`src/rtl/irq_pkg.sv`:
```
// Shared types and constants for the interrupt controller.
package irq_pkg;

  typedef enum logic [1:0] {IDLE, REQ, SERVICE} irq_state_t;

  localparam int unsigned IRQ_TIMER   = 0;
  localparam int unsigned IRQ_EXT     = 1;
  localparam int unsigned IRQ_NUM_SRC = 4;

endpackage

```
`src/rtl/irq_if.sv`:
```
// Request/ack/done handshake between the interrupt controller and the core's trap logic.
interface irq_if #(
  parameter int unsigned NUM_SRC = 4
);
  localparam int unsigned ID_W = $clog2(NUM_SRC);

  logic [NUM_SRC-1:0] irq_vec;
  logic               irq_req;
  logic [ID_W-1:0]    irq_id;
  logic               irq_ack;
  logic               irq_done;

  modport master (output irq_vec, irq_req, irq_id, input irq_ack, irq_done);
  modport slave  (input irq_vec, irq_req, irq_id, output irq_ack, irq_done);
endinterface

```
`src/rtl/irq_prio_enc.sv`:
```
// Lowest-index-first priority encoder; valid_c flags any active input.
module irq_prio_enc #(
  parameter int unsigned NUM_SRC = 4,
  localparam int unsigned ID_W = $clog2(NUM_SRC)
) (
  input  logic [NUM_SRC-1:0] req,
  output logic               valid_c,
  output logic [ID_W-1:0]    index_c
);

  // Scan from the top down so the lowest set index is written last.
  always_comb begin
    valid_c = |req;
    index_c = '0;
    for (int i = NUM_SRC - 1; i >= 0; i--) begin
      if (req[i]) index_c = ID_W'(i);
    end
  end

endmodule

```
`src/rtl/irq_controller.sv`:
```
// Pending/enable latching, fixed-priority arbitration and request FSM towards the core.
// Build option: define IRQ_SYNC_EN to put a 2-flop synchronizer on every src_i bit.
module irq_controller
  import irq_pkg::*;
#(
  parameter int unsigned         NUM_SRC    = IRQ_NUM_SRC,
  parameter logic [NUM_SRC-1:0]  EDGE_MASK  = NUM_SRC'(1),
  parameter logic [NUM_SRC-1:0]  ENABLE_RST = NUM_SRC'(3)
) (
  input  logic               clk,
  input  logic               rst,
  input  logic [NUM_SRC-1:0] src_i,
  input  logic               en_we,
  input  logic [NUM_SRC-1:0] en_wdata,
  output logic [NUM_SRC-1:0] en_q,
  output logic [NUM_SRC-1:0] pend_q,
  irq_if.master              core
);

  localparam int unsigned ID_W = $clog2(NUM_SRC);

  localparam logic [1:0] ST_IDLE    = IDLE;
  localparam logic [1:0] ST_REQ     = REQ;
  localparam logic [1:0] ST_SERVICE = SERVICE;

  logic [1:0]         state_q, state_d;
  logic [NUM_SRC-1:0] vec_q, vec_d;
  logic               req_q, req_d;
  logic [ID_W-1:0]    id_q, id_d;
  logic [NUM_SRC-1:0] pend_clr;
  logic [NUM_SRC-1:0] pend_set;
  logic [NUM_SRC-1:0] src_s;
  logic [NUM_SRC-1:0] hist_q;
  logic               cand_valid;
  logic [ID_W-1:0]    cand_idx;

`ifdef IRQ_SYNC_EN
  logic [NUM_SRC-1:0] sync1_q, sync2_q;

  always_ff @(posedge clk or negedge rst) begin
    if (!rst) begin
      sync1_q <= '0;
      sync2_q <= '0;
    end else begin
      sync1_q <= src_i;
      sync2_q <= sync1_q;
    end
  end

  assign src_s = sync2_q;
`else
  assign src_s = src_i;
`endif

  // Edge sources need a 0->1 transition; level sources set on every high sample.
  assign pend_set = src_s & ~(hist_q & EDGE_MASK);

  always_ff @(posedge clk or negedge rst) begin
    if (!rst) begin
      hist_q <= '0;
      pend_q <= '0;
      en_q   <= ENABLE_RST;
    end else begin
      hist_q <= src_s;
      pend_q <= (pend_q & ~pend_clr) | pend_set;
      if (en_we) en_q <= en_wdata;
    end
  end

  irq_prio_enc #(.NUM_SRC(NUM_SRC)) u_prio (
    .req     (pend_q & en_q),
    .valid_c (cand_valid),
    .index_c (cand_idx)
  );

  always_ff @(posedge clk or negedge rst) begin
    if (!rst) begin
      state_q <= ST_IDLE;
      vec_q   <= '0;
      req_q   <= 1'b0;
      id_q    <= '0;
    end else begin
      state_q <= state_d;
      vec_q   <= vec_d;
      req_q   <= req_d;
      id_q    <= id_d;
    end
  end

  // The request is held without preemption until ack or until its enable is removed.
  always_comb begin
    state_d  = state_q;
    vec_d    = '0;
    req_d    = 1'b0;
    id_d     = id_q;
    pend_clr = '0;
    case (state_q)
      ST_IDLE: begin
        if (cand_valid) begin
          id_d    = cand_idx;
          vec_d   = NUM_SRC'(1) << cand_idx;
          req_d   = 1'b1;
          state_d = ST_REQ;
        end
      end
      ST_REQ: begin
        if (core.irq_ack) begin
          pend_clr = NUM_SRC'(1) << id_q;
          state_d  = ST_SERVICE;
        end else if (!en_q[id_q]) begin
          state_d = ST_IDLE;
        end else begin
          vec_d = vec_q;
          req_d = 1'b1;
        end
      end
      ST_SERVICE: begin
        if (core.irq_done) state_d = ST_IDLE;
      end
      default: state_d = ST_IDLE;
    endcase
  end

  assign core.irq_vec = vec_q;
  assign core.irq_req = req_q;
  assign core.irq_id  = id_q;

endmodule
```
`src/flat_wrapper.sv`:
```
// flat-port wrapper written by rule: the top's interface ports become plain ports
module irq_controller_flat import irq_pkg::*;
#(
  parameter int unsigned         NUM_SRC    = IRQ_NUM_SRC,
  parameter logic [NUM_SRC-1:0]  EDGE_MASK  = NUM_SRC'(1),
  parameter logic [NUM_SRC-1:0]  ENABLE_RST = NUM_SRC'(3)
)
  (clk, rst, src_i, en_we, en_wdata, en_q, pend_q, core_irq_vec, core_irq_req, core_irq_id, core_irq_ack, core_irq_done);
  irq_if #(.NUM_SRC(NUM_SRC)) core_i ();
  input  logic clk;
  input  logic rst;
  input  logic [NUM_SRC-1:0] src_i;
  input  logic en_we;
  input  logic [NUM_SRC-1:0] en_wdata;
  output logic [NUM_SRC-1:0] en_q;
  output logic [NUM_SRC-1:0] pend_q;
  output wire logic [$bits(core_i.irq_vec)-1:0] core_irq_vec;
  output wire logic [$bits(core_i.irq_req)-1:0] core_irq_req;
  output wire logic [$bits(core_i.irq_id)-1:0] core_irq_id;
  input wire logic [$bits(core_i.irq_ack)-1:0] core_irq_ack;
  input wire logic [$bits(core_i.irq_done)-1:0] core_irq_done;
  assign core_irq_vec = core_i.irq_vec;
  assign core_irq_req = core_i.irq_req;
  assign core_irq_id = core_i.irq_id;
  assign core_i.irq_ack = core_irq_ack;
  assign core_i.irq_done = core_irq_done;
  irq_controller #(.NUM_SRC(NUM_SRC), .EDGE_MASK(EDGE_MASK), .ENABLE_RST(ENABLE_RST)) u_core (.clk(clk), .rst(rst), .src_i(src_i), .en_we(en_we), .en_wdata(en_wdata), .en_q(en_q), .pend_q(pend_q), .core(core_i));
endmodule
```
`config.mk`:
```
export PLATFORM = sky130hd
export DESIGN_NAME = irq_controller_flat
export DESIGN_NICKNAME = d
export VERILOG_FILES = /design/src/rtl/irq_pkg.sv /design/src/rtl/irq_if.sv /design/src/rtl/irq_prio_enc.sv /design/src/rtl/irq_controller.sv /design/src/flat_wrapper.sv
export SDC_FILE = /design/constraint.sdc
export NUM_CORES = 1
export LEC_CHECK = 0
export CORE_MARGIN = 8
export CORE_UTILIZATION = 35
export CTS_BUF_LIST = sky130_fd_sc_hd__clkbuf_4
export CTS_CLUSTER_SIZE = 40
export DETAILED_ROUTE_END_ITERATION = 8
export PLACE_DENSITY_LB_ADDON = 0.2
export SLEW_MARGIN = 20
export SYNTH_ARGS = -nofsm -noshare
export SYNTH_HDL_FRONTEND = slang
export SYNTH_SLANG_ARGS = --single-unit
```
`constraint.sdc`:
```
create_clock -name clk -period 2.3 [get_ports clk]
set_clock_uncertainty 0.15 [all_clocks]
set_input_delay 0.46 -clock clk [delete_from_list [all_inputs] [get_ports clk]]
set_output_delay 0.46 -clock clk [all_outputs]
set_load 0.005 [all_outputs]
```
==> results.py, run 1 <==
metrics = {
    "status": {
        "status": "finished clean",
    },
    "clock_tree": {
        "cts_tree": "built",
        "cts_resized": 0,
        "cts.sinks": 18,
        "worstSkewPairLatency_ns": 0.30,
        "cts_max_level": 1,
        "cts_max_path_buffers": 2,
        "ctsHoldBuffers": 0,
        "clockRootBuffer": "clkbuf_4",
        "post-cts-setup-buffers": 0,
        "cts-buffers-inserted": 3,
        "path_clk_slew_ns": 0.10,
    },
    "worst_setup_path": {
        "crit_family": "flip-flops",
        "critPathArrivalTime_ns": 1.39,
        "start_kind": "flop",
        "cpMaxStageDelayCell": "dfstp_2",
        "crit_fanout": 5,
        "crit_required_ns": 1.69,
        "slowest_delay_ns": 0.59,
        "critPathKind": "flop to output pin",
        "path_cells": "clkdlybuf4s50_1",
        "cp.buffers_inverters": 1,
        "cp-end-kind": "output pin",
    },
    "yosys": {
        "syn_area_per_cell_um2": 11.3,
        "ys_top_cells_by_area": "dfrtp_1, mux2_2, dfstp_2",
        "netlist_instances": 67,
        "yosys.area.top_type": "dfrtp_1",
        "synth_top_area_share": 0.531,
        "syn_area_um2": 754,
        "ys_seq_elements": 18,
        "synth.distinct_cells": 20,
        "syn_nets": 80,
        "ys_seq_area_frac": 0.600,
        "yosysWarningCount": 0,
    },
    "die": {
        "initial_utilization": 0.355,
        "die_y_um": 62.4,
        "dieArea_um2": 3900,
        "ios": 28,
        "rows": 17,
        "coreArea_um2": 2130,
        "die_width_um": 62.4,
    },
    "grt": {
        "antenna_found_initial": 0,
        "grt_pass1_vias": 667,
        "grt_util_all_layers": 0.105,
        "grt-ovfl-total": 0,
        "grt_pass1_wl_mm": 3.26,
        "grt_max_degree": 19,
    },
    "sta": {
        "finalCritPeriodShare": 0.870,
        "relSlewSlack": 0.769,
        "timing.fmax_mhz": 500,
        "rsz0062_at_grt": "false",
        "timing.final.crit_period_ns": 2.00,
        "final-hold-violation-count": 0,
        "worstMarginPinSlew_ns": 0.342,
        "slew_violations": 0,
        "setup_viol": 0,
        "tns_ns": 0,
    },
    "cells_and_area": {
        "diodes": 0,
        "layout-area-overhead-vs-synth_pct": 44.9,
        "drive_gt1_frac": 0.131,
        "fill_cells": 192,
        "final_cell_area_um2": 1090,
        "final_nets": 113,
    },
    "drt": {
        "via_count": 598,
        "drtIter0Drc": 26,
        "met3WireLength_um": 155,
        "wl_mm": 1.77,
        "highest_layer": "met4",
        "wl_met1_um": 767,
        "via_per_inst": 4.71,
        "wl_per_cell_um": 13.9,
        "firstDrtPassIters": 5,
        "met2_length_um": 816,
        "final_antenna_net_count": 0,
        "drc": 0,
    },
    "place": {
        "hpwl_mm": 1.37,
        "portBuffers": 27,
        "post_dp_cell_area_um2": 1070,
        "place.gp.congestion": 0.756,
    },
    "run": {
        "cap_violations": 0,
    },
    "hold_path": {
        "hold_path_class": "flop to flop",
    },
    "pwr": {
        "vdd_drop_max_v": 0.000488,
        "cellLeakagePower_nw": 0.457,
        "power_density_nw_per_um2": 959,
    },
}
synth_stat cells:
cell       n
nand3b_1   1
nand2b_1   1
inv_1      3
nor2_1     4
mux4_2     1
o41ai_1    1
nand4_1    1
o21ai_0    4
dfrtp_1   16
a21o_1     2
o31ai_1    2
nand3_1    2
and2_1     2
a32o_1     1
dfstp_2    2
a21oi_1    3
and3_4     1
nand2_1   14
nor2b_1    1
mux2_2     5
where the power goes:
part	total [W]	switching, W	internal (W)
Clock	0.000162	0.0000989	0.0000633
Sequential	0.000501	0.0000955	0.000406
Combinational	0.000385	0.000151	0.000234
placed cells by master (no fill, tap or decap), types with 3 or more instances in the layout:
master,n
mux2_2,5
dfrtp_1,16
inv_1,3
o21ai_0,4
a21oi_1,3
clkbuf_4,3
nand2_1,14
clkdlybuf4s50_1,27
nor2_1,4
final timing paths:
| kind | startpoint | endpoint | slack, ns | cells after the start |
|---|---|---|---|---|
| min in group asynchronous | rst | u_core.core.irq_vec[1] | 0.31 | 2 |
| hold reg to reg | u_core.hist_q[0] | u_core.pend_q[0] | 0.26 | 1 |
| setup reg to reg | u_core.core.irq_id[0] | u_core.core.irq_vec[1] | 0.64 | 3 |
| max in group asynchronous | rst | u_core.en_q[0] | 1.42 | 2 |
| hold / removal | u_core.hist_q[0] | u_core.pend_q[0] | 0.26 | 1 |
| setup / recovery | u_core.en_q[0] | en_q[0] | 0.30 | 1 |
logic make-up after synthesis:
family | synth area share
simple gates | 0.169
flops | 0.600
compound gates | 0.111
mux | 0.104
buf+inv | 0.0149
metal layers:
metal,global-route usage,up-vias
li1,-,296
met1,0.117,273
met2,0.157,25
met3,0.0573,4
met4,0.0598,0
met5,0,-
state kept, by name (all words and copies together), names as in the netlist:
name,count
u_core.core.irq_vec,4
u_core.en_q,4
u_core.pend_q,4
u_core.core.irq_req,1
u_core.core.irq_id,2
u_core.state_q,2
u_core.hist_q,1
stage by stage:
step	hold WS [ns]	setup slack, ns	utilization	total power, W	instances
after global routing	0.280	0.227	0.514	0.00114	127
final	0.262	0.299	0.514	0.00105	127
after floorplan	0.0144	0.714	-	0.000676	67
after global placement	0.256	0.572	0.502	0.000897	123
after CTS	0.265	0.280	0.514	0.00106	127
after detailed placement	0.261	0.562	0.502	0.000898	123
final cells by class:
class                           count  area [µm²]  share of cell area
Timing Repair Buffer               28         278               0.254
Clock inverter                      1        3.75             0.00343
Tap cell                           28        35.0              0.0320
Inverter                            3        11.3              0.0103
Clock buffer                        3        22.5              0.0206
Multi-Input combinational cell     46         290               0.265
Sequential cell                    18         453               0.414
No activity file was read; power rests on OpenSTA's default activity.
==> run 2, diff against run 1 <==
SETUP_SLACK_MARGIN = 0.15   (was not set)
==> results of run 2 <==
The final DEF is identical to that of run 1; final timing and power are the same.
==> run 3, diff against run 2 <==
HOLD_SLACK_MARGIN = 0.15   (was not set)
==> results of run 3 <==
The final DEF is identical to that of run 1; final timing and power are the same.
